**config.mk**
```make
export PLATFORM = sky130hd
export DESIGN_NAME = seq_subtractor_flat
export DESIGN_NICKNAME = d
export VERILOG_FILES = /design/src/rtl/seq_subtractor_if.sv /design/src/rtl/seq_subtractor.sv /design/src/flat_wrapper.sv
export SDC_FILE = /design/constraint.sdc
export NUM_CORES = 1
export LEC_CHECK = 0
export BUFFER_PORTS_ARGS = -buffer_cell sky130_fd_sc_hd__buf_2
export CORE_AREA = 2 2 58 74
export DETAILED_ROUTE_END_ITERATION = 10
export DIE_AREA = 0 0 60 76
export PLACE_DENSITY = 0.67
export RECOVER_POWER = 50
export SLEW_MARGIN = 40
export SYNTH_ARGS = -nofsm -noshare
export SYNTH_HDL_FRONTEND = slang
export SYNTH_SLANG_ARGS = --single-unit
```
**constraint.sdc**
```tcl
create_clock -name clk -period 3 [get_ports clk]
set_input_delay 0 -clock clk [delete_from_list [all_inputs] [get_ports clk]]
set_output_delay 0 -clock clk [all_outputs]
set_load 0.1 [all_outputs]
```
**src/rtl/seq_subtractor_if.sv**
```systemverilog
// Valid/ready operand and result bundle for seq_subtractor.
// The ovf signal exists only when SUB_OVF_EN is defined.
interface seq_subtractor_if #(
  parameter int WIDTH = 8
);
  logic             in_valid;
  logic             in_ready;
  logic [WIDTH-1:0] a;
  logic [WIDTH-1:0] b;
  logic             bin;
  logic             out_valid;
  logic             out_ready;
  logic [WIDTH-1:0] d;
  logic             bout;
`ifdef SUB_OVF_EN
  logic             ovf;
`endif

  modport master (
    output in_valid, a, b, bin, out_ready,
    input  in_ready, out_valid, d, bout
`ifdef SUB_OVF_EN
    , input ovf
`endif
  );

  modport slave (
    input  in_valid, a, b, bin, out_ready,
    output in_ready, out_valid, d, bout
`ifdef SUB_OVF_EN
    , output ovf
`endif
  );
endinterface

```
**src/rtl/seq_subtractor.sv**
```systemverilog
// Digit-serial subtractor d = a - b - bin, LSB digit first.
// Define SUB_OVF_EN to add the signed-overflow output ovf.
module seq_subtractor #(
  parameter int WIDTH = 8,
  parameter int DIGIT = 2
) (
  input  logic          clk,
  input  logic          rst_n,
  seq_subtractor_if.slave bus
);
  localparam int N  = WIDTH / DIGIT;
  localparam int CW = (N > 1) ? $clog2(N) : 1;
  localparam logic [CW-1:0] LAST = CW'(N - 1);

  generate
    if (WIDTH % DIGIT != 0) begin : g_bad_digit
      $error("seq_subtractor: WIDTH must be a multiple of DIGIT");
    end
  endgenerate

  typedef enum logic [1:0] {
    IDLE,
    RUN,
    DONE
  } state_t;

  state_t           state;
  logic [WIDTH-1:0] a_q;
  logic [WIDTH-1:0] b_q;
  logic [WIDTH-1:0] a_nxt;
  logic [WIDTH-1:0] b_nxt;
  logic [WIDTH-1:0] d_nxt;
  logic             brw;
  logic [CW-1:0]    cnt;
  logic [DIGIT:0]   diff;
  logic [DIGIT-1:0] s;
  logic             brw_n;

  // Widened by one bit so the top bit is the slice's borrow out
  assign diff = {1'b0, a_q[DIGIT-1:0]}
              - {1'b0, b_q[DIGIT-1:0]}
              - {{DIGIT{1'b0}}, brw};
  assign s     = diff[DIGIT-1:0];
  assign brw_n = diff[DIGIT];

`ifdef SUB_OVF_EN
  logic ovf_n;
  // Same as borrow-into-MSB xor borrow-out, from the MSB operand/result bits
  assign ovf_n = (a_q[DIGIT-1] ^ b_q[DIGIT-1])
               & (s[DIGIT-1] ^ a_q[DIGIT-1]);
`endif

  generate
    if (DIGIT == WIDTH) begin : g_one
      assign a_nxt = '0;
      assign b_nxt = '0;
      assign d_nxt = s;
    end else begin : g_shift
      assign a_nxt = {{DIGIT{1'b0}}, a_q[WIDTH-1:DIGIT]};
      assign b_nxt = {{DIGIT{1'b0}}, b_q[WIDTH-1:DIGIT]};
      assign d_nxt = {s, bus.d[WIDTH-1:DIGIT]};
    end
  endgenerate

  always_ff @(posedge clk or negedge rst_n) begin
    if (!rst_n) begin
      state         <= IDLE;
      bus.in_ready  <= 1'b0;
      bus.out_valid <= 1'b0;
      bus.d         <= '0;
      bus.bout      <= 1'b0;
`ifdef SUB_OVF_EN
      bus.ovf       <= 1'b0;
`endif
      a_q           <= '0;
      b_q           <= '0;
      brw           <= 1'b0;
      cnt           <= '0;
    end else begin
      unique case (state)
        IDLE: begin
          bus.in_ready <= 1'b1;
          if (bus.in_valid && bus.in_ready) begin
            a_q          <= bus.a;
            b_q          <= bus.b;
            brw          <= bus.bin;
            cnt          <= '0;
            bus.in_ready <= 1'b0;
            state        <= RUN;
          end
        end
        RUN: begin
          a_q   <= a_nxt;
          b_q   <= b_nxt;
          brw   <= brw_n;
          bus.d <= d_nxt;
          cnt   <= cnt + CW'(1);
          if (cnt == LAST) begin
            bus.bout      <= brw_n;
`ifdef SUB_OVF_EN
            bus.ovf       <= ovf_n;
`endif
            bus.out_valid <= 1'b1;
            state         <= DONE;
          end
        end
        DONE: begin
          if (bus.out_ready) begin
            bus.out_valid <= 1'b0;
            bus.in_ready  <= 1'b1;
            state         <= IDLE;
          end
        end
        default: begin
          bus.in_ready  <= 1'b0;
          bus.out_valid <= 1'b0;
          state         <= IDLE;
        end
      endcase
    end
  end
endmodule

```
**src/flat_wrapper.sv**
```systemverilog
// flat-port wrapper written by rule: the top's interface ports become plain ports
module seq_subtractor_flat 
#(
  parameter int WIDTH = 8,
  parameter int DIGIT = 2
)
  (clk, rst_n, bus_in_valid, bus_a, bus_b, bus_bin, bus_out_ready, bus_in_ready, bus_out_valid, bus_d, bus_bout);
  seq_subtractor_if #(.WIDTH(WIDTH)) bus_i ();
  input  logic clk;
  input  logic rst_n;
  input wire logic [$bits(bus_i.in_valid)-1:0] bus_in_valid;
  input wire logic [$bits(bus_i.a)-1:0] bus_a;
  input wire logic [$bits(bus_i.b)-1:0] bus_b;
  input wire logic [$bits(bus_i.bin)-1:0] bus_bin;
  input wire logic [$bits(bus_i.out_ready)-1:0] bus_out_ready;
  output wire logic [$bits(bus_i.in_ready)-1:0] bus_in_ready;
  output wire logic [$bits(bus_i.out_valid)-1:0] bus_out_valid;
  output wire logic [$bits(bus_i.d)-1:0] bus_d;
  output wire logic [$bits(bus_i.bout)-1:0] bus_bout;
  assign bus_i.in_valid = bus_in_valid;
  assign bus_i.a = bus_a;
  assign bus_i.b = bus_b;
  assign bus_i.bin = bus_bin;
  assign bus_i.out_ready = bus_out_ready;
  assign bus_in_ready = bus_i.in_ready;
  assign bus_out_valid = bus_i.out_valid;
  assign bus_d = bus_i.d;
  assign bus_bout = bus_i.bout;
  seq_subtractor #(.WIDTH(WIDTH), .DIGIT(DIGIT)) u_core (.clk(clk), .rst_n(rst_n), .bus(bus_i));
endmodule
```
# After elaboration in Yosys (flattened, before gate mapping)

Cells that the tools add are included.

Bits in read-only memories: 0
Input bits: 21
Output and inout bits: 11
Bits in latches: 0
Bits in registers: 32
Memories: 0
RAM bits: 0

Reductions and logical operators: 8
Divide/modulo/power cells: 0
$lt $le $gt $ge: 0
Multipliers: 0
Eq/ne operators: 6
Mux-type cells: 18
Shifts and indexed selects: 0
Add/subtract/negate cells: 3
Bitwise logic cells: 2

Operator list:

| cell                                           | number |
|---|---|
| case mux 8 bit (2 select lines)                | 2 |
| 2-to-1 mux 8 bit                               | 2 |
| 2-to-1 mux 2 bit                               | 4 |
| case mux 1 bit (3 select lines)                | 2 |
| case mux 2 bit (3 select lines)                | 1 |
| AND reduction 2 bit                            | 3 |
| AND reduction 3 bit                            | 2 |
| 2-to-1 mux 1 bit                               | 5 |
| == test 2 bit (second input constant)          | 2 |
| != test 2 x 1 -> 1 bit (second input constant) | 2 |
| case mux 2 bit (2 select lines)                | 1 |
| subtractor 2 x 2 -> 3 bit                      | 1 |
| subtractor 3 x 1 -> 3 bit                      | 1 |
| adder 2 x 1 -> 2 bit (second input constant)   | 1 |
| == test 2 x 1 -> 1 bit (second input constant) | 1 |
| zero test 2 bit                                | 1 |
| != test 2 bit (second input constant)          | 1 |
| NOT 1 bit                                      | 2 |
| case mux 1 bit (2 select lines)                | 1 |
| nonzero test 2 bit                             | 1 |
| logical AND 1 bit                              | 1 |

# Logic depth before layout (Yosys ltp)

Gate-level depths: netlist of run 1.

Depth in word-level cells: 3
Depth in mapped cells: 7
Depth with buffers taken out: 7

# Worst setup path after synthesis of run 1

No wires, ideal clock.

Kind: register to register
From: register u_core.brw
To: register u_core.bus.d[7]
Path buffers: 0
Period minus slack after synthesis: 2207 ps
Library setup time: 126 ps
Arrival: 2082 ps
Required time: 2874 ps
Slack: 793 ps
Stages on the path, launching flop included: 8
Cells stage by stage: dfrtp_1 inv_1 fa_1 inv_1 ha_1 or2_2 fa_1 mux2_2

Cells in the longest elaborated chain, start to end: 1

Ends and longest elaborated chain:

| what                      | RTL line                | text |
|---|---|---|
| start, declared           | seq_subtractor.sv:33    | `logic brw;` |
| start signal, assigned    | seq_subtractor.sv:86    | `brw <= bus.bin;` |
| start signal, assigned    | seq_subtractor.sv:95    | `brw <= brw_n;` |
| subtractor 3 x 1 -> 3 bit | seq_subtractor.sv:42    | `- {{DIGIT{1'b0}}, brw};` |
| via u_core.diff[1]        | seq_subtractor.sv:35    | `logic [DIGIT:0] diff;` |
| end signal, assigned      | seq_subtractor.sv:96    | `bus.d <= d_nxt;` |
| end, declared             | seq_subtractor_if.sv:29 | `output in_ready, out_valid, d, bout` |

The timed path passes the listed nets, and every way through them passes these cells.
A chain may end at the register's enable or synchronous reset.

# Final worst setup path of run 1

Ends and elaborated chain as after synthesis.

==> results of run 1 <==
## flip-flops by register name (all words and copies together), names as in the netlist
name                  count
u_core.a_q                8
u_core.b_q                8
u_core.brw                1
u_core.bus.bout           1
u_core.bus.d              8
u_core.bus.in_ready       1
u_core.bus.out_valid      1
u_core.cnt                2
u_core.state              2
## through the flow
| stage | instances | utilization [%] | cell area, um^2 | hold slack, ns | setup slack, ns |
|---|---|---|---|---|---|
| 6_report | 251 | 49.9 | 1960 | 0.265 | 0.705 |
| 3_3_place_gp | 224 | 42.0 | 1650 | 0.0837 | 0.778 |
| 3_5_place_dp | 224 | 42.0 | 1650 | 0.0902 | 0.688 |
| 5_1_grt | 251 | 49.9 | 1960 | 0.290 | 0.602 |
| 4_1_cts | 251 | 50.0 | 1970 | 0.260 | 0.688 |
| 2_1_floorplan | 146 | - | 1500 | -0.296 | 0.793 |
## cell usage in the layout, fill, tap and decap left out
cell type / n
or2b_1: 1
dfrtp_1: 32
mux2_4: 1
nand3b_1: 6
buf_4: 1
or2_2: 1
a31oi_1: 12
o21ai_0: 7
inv_1: 6
ha_1: 3
dlygate4sd3_1: 19
nor2_1: 13
nand3_1: 8
nand2b_4: 1
buf_2: 27
clkbuf_1: 4
clkbuf_8: 7
a21oi_1: 1
mux2_2: 6
o22ai_1: 1
nand2_1: 31
bufinv_16: 1
xnor2_1: 1
fa_1: 2
and3b_1: 1
o221a_2: 1
o211ai_1: 1
## worst paths after layout
check / from / to / slack [ns] / cells past startpoint
worst max-delay path: u_core.brw / u_core.bus.d[7] / 0.71 / 7
worst min-delay path: bus_in_valid / u_core.a_q[6] / 0.27 / 5
worst max register to register: u_core.brw / u_core.bus.d[7] / 0.71 / 7
worst min register to register: u_core.bus.d[6] / u_core.bus.d[6] / 0.50 / 2
max in group asynchronous: rst_n / u_core.b_q[4] / 1.26 / 2
min in group asynchronous: rst_n / u_core.a_q[4] / 0.72 / 2
## cell type report
class	count	area, um^2	share of cell area (%)
clock buffers	7	96.3	4.91
flip-flops and latches	32	801	40.8
inverters	6	22.5	1.15
clock inverters	1	30.0	1.53
well taps	56	70.1	3.57
repair buffers	51	348	17.7
multi-input cells	98	596	30.3
## what timing repair did
item	in CTS	in global routing
hold endpoints to repair	51	0
gates resized for setup	0	0
hold buffers	19	0
## worst max-delay path, delay by kind of cell, from the launching register on
kind	cells	cell delay [ns]
buf+inv	2	0.12
fa+ha+maj	3	1.16
flops	1	0.35
mux	1	0.26
simple gates	1	0.28
## metal layers
layer  track usage (%)  up-vias  wire length, um
met1              18.4      588             1370
li1                  -      585                -
met5                 0        -                0
met2              25.2       31             1660
met3              4.75       10              122
met4              8.67        0              105
## cells by family after synthesis
| family | after synthesis |
|---|---|
| XOR/XNOR | 1 |
| AO/OA/AOI/OAI | 23 |
| buffers and inverters | 16 |
| multiplexers | 7 |
| AND/OR/NAND/NOR | 62 |
| adder cells (fa/ha/maj) | 5 |
| flip-flops | 32 |
==> summary.md, run 1 <==
| Metric | Value |
|---|---|
| Chip Height | `76 um` |
| Maxcap violations | `1` |
| Detailed-route via count | `1,214` |
| Post-synth top area cell | `dfrtp_1` |
| Hold Vio Cnt, Final | `0` |
| IO Count | `32` |
| Antenna violations before repair | `0` |
| Most common cell in the synthesized netlist | `dfrtp_1` |
| Status | `finished with violations` |
| Sequential fraction of the synthesis area | `53.3%` |
| Endpoint class of the critical path | `flop` |
| Syn avg cell area | `10.3 um^2` |
| Synth-to-layout area growth | `30.7%` |
| Setup TNS | `0 ns` |
| Top FF cell, synth | `dfrtp_1` |
| Starting density of the core | `38.1%` |
| Via density | `4.84` |
| # clock sinks | `32` |
| Kind of critical path | `flop to flop` |
| Port Buffer Count | `31` |
| Syn_nets | `172` |
| Yosys cell types | `25` |
| Failing checks | `max-capacitance violations, max-slew violations` |
| Vias in the first global route | `1,181` |
| Max Slew Vio Count | `33` |
| HPWL Detailed | `1.98 mm` |
| Worst-path clk slew | `0.07 ns` |
| Core area | `3940 um^2` |
| Final setup vio count | `0` |
| First-pass GRT wire length | `5.34 mm` |
| Gr ovfl total | `0` |
| # Post-CTS Setup Buffers | `0` |
| Slowest stage delay, CP | `0.56 ns` |
| Ratio of cells with drive above 1 in the final layout | `23.6%` |
| Multiplexer share of the synthesized area | `5.50%` |
| Root Buffer | `clkbuf_8` |
| Compound-Gate Fraction of Synth Area | `9.33%` |
| Worst Tran Pin Value | `1.76 ns` |
| Number of flops mapped to enable cells by yosys | `0` |
| Worst Path Arrival | `2.47 ns` |
| CTS tree | `done` |
| Worst path slowest cell | `fa_1` |
| DR pass1 iterations | `4` |
| RSZ-0062 raised after global routing | `no` |
| Crit path cell chain | `inv_1 > fa_1 > inv_1 > ha_1 > or2_2 > fa_1 > mux2_2` |
| Die Width | `60 um` |
| Iteration-0 DRC Markers | `38` |
| Final WL | `3.26 mm` |
| Post-route ant nets | `0` |
| Critical Path Start Type | `flop` |
| Highest Clock Rate | `436 MHz` |
| GPL Wtd Cong | `0.693` |
| Final Net Count | `220` |
| Most common library cells after synthesis | `dfrtp_1, nand2_1, nor2_1` |
| Largest family of logic cells by synthesized area | `simple AND/OR/NAND/NOR gates` |
| CTS Buf Count | `5` |
| Simple-Gate Fraction of Synth Area | `19.1%` |
| DRC | `0` |
| Top cell type's share of synthesized area | `53.3%` |
| Total GRT Usage | `15.8%` |
| Pin count of the biggest net entering global routing | `46` |
| Clock Latency Late Sink | `0.29 ns` |
| ANT cells | `0` |
| Final worst path period share | `76.5%` |
| Routed len/inst | `13.0 um` |
| Fillers | `369` |
| Post-synthesis instance total | `146` |
| Synth area leaders | `dfrtp_1, nand2_1, a31oi_1` |
| Hold/Removal Path Class | `primary input to flop` |
| Ys async rst share | `100%` |
| Worst Path Max Fanout | `2` |
| Yosys reg bits | `32` |
| Xor-xnor portion of the synthesized cell area | `0.583%` |
| Synth Area in Adders | `5.17%` |
| Die ar. | `4560 um^2` |
| Clock Path Buffers | `2` |
| Worst slew margin | `-17.1%` |
| Worst Path Required | `3.17 ns` |
| Htree depth | `2` |
| Synthesized area | `1500 um^2` |
| Setup Skew | `0.00607 ns` |
| Num rows | `26` |
| Synth warnings | `0` |
| Final Critical Period | `2.29 ns` |
Power of run 1 is not shown: default switching activity piles up to over one toggle a cycle in this logic, so the estimate is an artifact.
==> inputs of run 2 (changes only) <==
Clock period 3 ns to 2.29 ns, I/O delays scaled along.
==> summary.md, run 2 (synthesis gave the netlist of run 1 again) <==
| Metric | Value |
|---|---|
| Highest Clock Rate | `449 MHz` |
| Maxcap violations | `1` |
| CTS Buf Count | `5` |
| Die ar. | `4560 um^2` |
| # clock sinks | `32` |
| Routed len/inst | `12.7 um` |
| Biggest regs | `u_core.a_q (8), u_core.b_q (8), u_core.bus.d (8)` |
| Status | `finished with violations` |
| IO Count | `32` |
| Final WL | `3.18 mm` |
| Htree depth | `2` |
| Met1 Usage GRT | `19.3%` |
| Busiest layer in global routing | `met2` |
| HPWL Detailed | `1.98 mm` |
| Worst-path clk slew | `0.06 ns` |
| Most common cell after layout, fill and taps aside | `dfrtp_1` |
| Final Net Count | `220` |
| Detailed-route via count | `1,204` |
| Failing checks | `max-capacitance violations, max-slew violations` |
| Total GRT Usage | `15.8%` |
| DR pass1 iterations | `4` |
| Vias in the first global route | `1,146` |
| Clock Latency Late Sink | `0.28 ns` |
| Port Buffer Count | `31` |
| Core area | `3940 um^2` |
| Kind of critical path | `flop to flop` |
| Worst Path Arrival | `2.39 ns` |
| Ratio of cells with drive above 1 in the final layout | `23.6%` |
| Fin area | `1940 um^2` |
| Hold_ws | `0.368 ns` |
| Via density | `4.80` |
| Root Buffer | `clkbuf_8` |
| Clock Path Buffers | `2` |
| GPL Wtd Cong | `0.694` |
| First-pass GRT wire length | `5.31 mm` |
| DRC | `0` |
| CTS tree | `done` |
| Area after DPL | `1650 um^2` |
| Hold Vio Cnt, Final | `0` |
| Post-route ant nets | `0` |
| Commonest non-fill, non-tap cells in the layout | `dfrtp_1, nand2_1, buf_2` |
| Max Slew Vio Count | `33` |
| Hold/Removal Path Class | `primary input to flop` |
| Critical Path Start Type | `flop` |
| Worst Tran Pin Value | `1.76 ns` |
| Setup Skew | `0.00170 ns` |
| Met3 Use GR | `5.26%` |
| Antenna violations before repair | `0` |
| Die Width | `60 um` |
| Num rows | `26` |
| Synth-to-layout area growth | `28.9%` |
| Gr ovfl total | `0` |
| Final Critical Period | `2.23 ns` |
| Iteration-0 DRC Markers | `43` |
| # Post-CTS Setup Buffers | `0` |
| Final setup vio count | `0` |
| RSZ-0062 raised after global routing | `yes` |
| ANT cells | `0` |
| Chip Height | `76 um` |
| Worst Path Required | `2.46 ns` |
| Endpoint class of the critical path | `flop` |
| Worst slew margin | `-17.5%` |
| Final worst path period share | `97.3%` |
| Starting density of the core | `38.1%` |
| Met2 usage | `24.1%` |
| Pin count of the biggest net entering global routing | `46` |
| Worst Path Max Fanout | `2` |
[run 2: cell count changes in the layout (fill, tap and decap cells not counted), sizes merged]
cell,delta
bufinv,-1
clkbuf,+1
[run 2: metal layers]
metal | vias up | share of wire [%]
met4 | 0 | 3.5
met5 | - | 0
met3 | 9 | 4.1
li1 | 588 | -
met1 | 570 | 41
met2 | 37 | 51
[run 2: path summary, 6_finish.rpt]
path                                 start              end  slack, ns  cells past startpoint
setup / recovery             u_core.b_q[0]  u_core.bus.d[7]       0.06                      7
hold / removal                bus_in_valid    u_core.a_q[4]       0.37                      4
setup reg to reg             u_core.b_q[0]  u_core.bus.d[7]       0.06                      7
hold reg to reg            u_core.bus.d[6]  u_core.bus.d[6]       0.50                      2
max in group asynchronous            rst_n    u_core.b_q[1]       0.55                      2
min in group asynchronous            rst_n  u_core.bus.d[3]       0.73                      2
[run 2: repair_timing]
action	4_1_cts	5_1_grt
hold buffers	19	0
hold endpoints to repair	50	0
setup endpoints to repair	0	1
resized for setup	0	4
[run 2: metrics by stage]
stage               utilization [%]  instances  setup WS (ns)  TNS [ns]
floorplan                         -        146         0.0825         0
finish                         49.2        251         0.0630         0
detailed placement             42.0        224         0.0165         0
global placement               42.0        224         0.0623         0
global route                   49.2        251        -0.0206   -0.0206
CTS                            49.1        251        0.00685         0
[run 2: critical path, stage by stage, from the launching register on]
cell and delay [ns]:
dfrtp_1 0.35, inv_2 0.04, fa_1 0.55, inv_1 0.05, ha_2 0.15, or2_4 0.22
fa_1 0.46, mux2_4 0.29
[run 2: final cells by class]
type,instances,area [um^2]
clock buffer,8,90.1
fill,387,2000
inverter,6,22.5
multi-input combinational,98,604
sequential,32,801
tap,56,70.1
timing repair buffer,51,348
Power of run 2 is left out for the same reason.
==> inputs of run 3 (changes only) <==
Settings changed: PLACE_DENSITY 0.67 to not set.
==> summary.md, run 3 (synthesis gave the netlist of run 1 again) <==
| Metric | Value |
|---|---|
| Setup TNS | `0 ns` |
| Final worst path period share | `96.4%` |
| Antenna violations before repair | `0` |
| First-pass GRT wire length | `5.06 mm` |
| Starting density of the core | `38.1%` |
| Max layer used | `met4` |
| Total GRT Usage | `14.8%` |
| Pin count of the biggest net entering global routing | `46` |
| Commonest non-fill, non-tap cells in the layout | `dfrtp_1, nand2_1, buf_2` |
| Htree depth | `2` |
| Status | `finished with violations` |
| Via density | `4.73` |
| Max Slew Vio Count | `33` |
| Worst-path clk slew | `0.06 ns` |
| Routed len/inst | `11.9 um` |
| WL met2 | `1.57 mm` |
| Worst Path Max Fanout | `2` |
| Final setup vio count | `0` |
| Critical Path Start Type | `flop` |
| ANT cells | `0` |
| Worst slew margin | `-15.1%` |
| IO Count | `32` |
| Setup Skew | `0.00363 ns` |
| RSZ-0062 raised after global routing | `no` |
| Biggest regs | `u_core.a_q (8), u_core.b_q (8), u_core.bus.d (8)` |
| Vias in the first global route | `1,182` |
| Endpoint class of the critical path | `flop` |
| DRC | `0` |
| Fillers | `381` |
| Post-route ant nets | `0` |
| Failing checks | `max-capacitance violations, max-slew violations` |
| Hold/Removal Path Class | `primary input to flop` |
| Highest Clock Rate | `453 MHz` |
| Worst Path Required | `2.45 ns` |
| Iteration-0 DRC Markers | `36` |
| Hold Vio Cnt, Final | `0` |
| Maxcap violations | `1` |
| # clock sinks | `32` |
| Kind of critical path | `flop to flop` |
| GPL Wtd Cong | `0.736` |
| Synth-to-layout area growth | `27.5%` |
| Ratio of cells with drive above 1 in the final layout | `24.5%` |
| Sequential Area | `801 um^2` |
| M1 WL | `1.24 mm` |
| Die ar. | `4560 um^2` |
| Core area | `3940 um^2` |
| Worst Path Arrival | `2.37 ns` |
| CTS Buf Count | `5` |
| Chip Height | `76 um` |
| Worst Tran Pin Value | `1.73 ns` |
| Detailed-route via count | `1,172` |
| Port Buffer Count | `31` |
| Most common cell after layout, fill and taps aside | `dfrtp_1` |
| Root Buffer | `clkbuf_8` |
| Num rows | `26` |
| Final Net Count | `218` |
| DR pass1 iterations | `4` |
| Gr ovfl total | `0` |
| Clock Latency Late Sink | `0.28 ns` |
| Routed met3 length | `99 um` |
| HPWL Detailed | `2.02 mm` |
| Final Critical Period | `2.21 ns` |
| CTS tree | `done` |
| Die Width | `60 um` |
| Area of the multi-input gates | `601 um^2` |
| Clock Path Buffers | `2` |
| Final WL | `2.95 mm` |
[run 3: changes by cell type in the layout (fill, tap and decap cells not counted)]
| cell | before | now |
|---|---|---|
| buf_4 | 1 | 2 |
| clkbuf_8 | 6 | 7 |
| mux2_4 | 2 | 1 |
| clkbuf_1 | 6 | 5 |
| dlygate4sd3_1 | 19 | 16 |
| mux2_2 | 5 | 6 |
| buf_2 | 27 | 26 |
[run 3: final timing paths]
kind | from | to | slack [ns] | cells past startpoint
max in group asynchronous | rst_n | u_core.bus.d[6] | 0.58 | 2
max reg2reg | u_core.brw | u_core.bus.d[7] | 0.08 | 7
min | bus_out_ready | u_core.bus.out_valid | 0.002 | 4
min in group asynchronous | rst_n | u_core.bus.d[1] | 0.71 | 2
min reg2reg | u_core.bus.d[6] | u_core.bus.d[6] | 0.50 | 2
max | u_core.brw | u_core.bus.d[7] | 0.08 | 7
[run 3: repair_timing]
action                     CTS  global route
pin swaps                    2             1
hold buffers                15             1
setup endpoints to repair    1             1
cloned                       0             0
buffers inserted             1             0
hold endpoints to repair    46             1
resized for setup            0             3
[run 3: area by class of cell]
class / instances / area share (%)
Timing Repair Buffer: 49 / 16.9
Multi-Input combinational cell: 98 / 31.4
Clock buffer: 7 / 5.03
Sequential cell: 32 / 41.8
Inverter: 6 / 1.18
Tap cell: 56 / 3.66
[run 3: metal layers]
layer  track usage, %  vias to the layer above
met1             15.3                      567
met3             5.60                        5
met5                0                        -
met2             26.5                       21
li1                 -                      579
met4             4.67                        0
[run 3: per-stage QoR]
stage | util, % | hold slack, ns | cells | setup slack, ns | area (um^2)
final | 48.6 | 0.00170 | 248 | 0.0822 | 1910
after global routing | 48.6 | 0.0110 | 248 | 0.0117 | 1910
after CTS | 48.4 | 0.000330 | 247 | 0.0226 | 1910
after detailed placement | 42.0 | 0.0991 | 224 | 0.00818 | 1650
after global placement | 42.0 | 0.0804 | 224 | 0.0616 | 1650
after floorplan | - | -0.296 | 146 | 0.0825 | 1500
[run 3: worst max-delay path, stage by stage (launching register included)]
cell and delay, ns:
dfrtp_1 0.37, inv_2 0.05, fa_1 0.56, inv_1 0.05, ha_2 0.16, or2_4 0.22
fa_1 0.42, mux2_2 0.26
Power of run 3 is left out for the same reason.
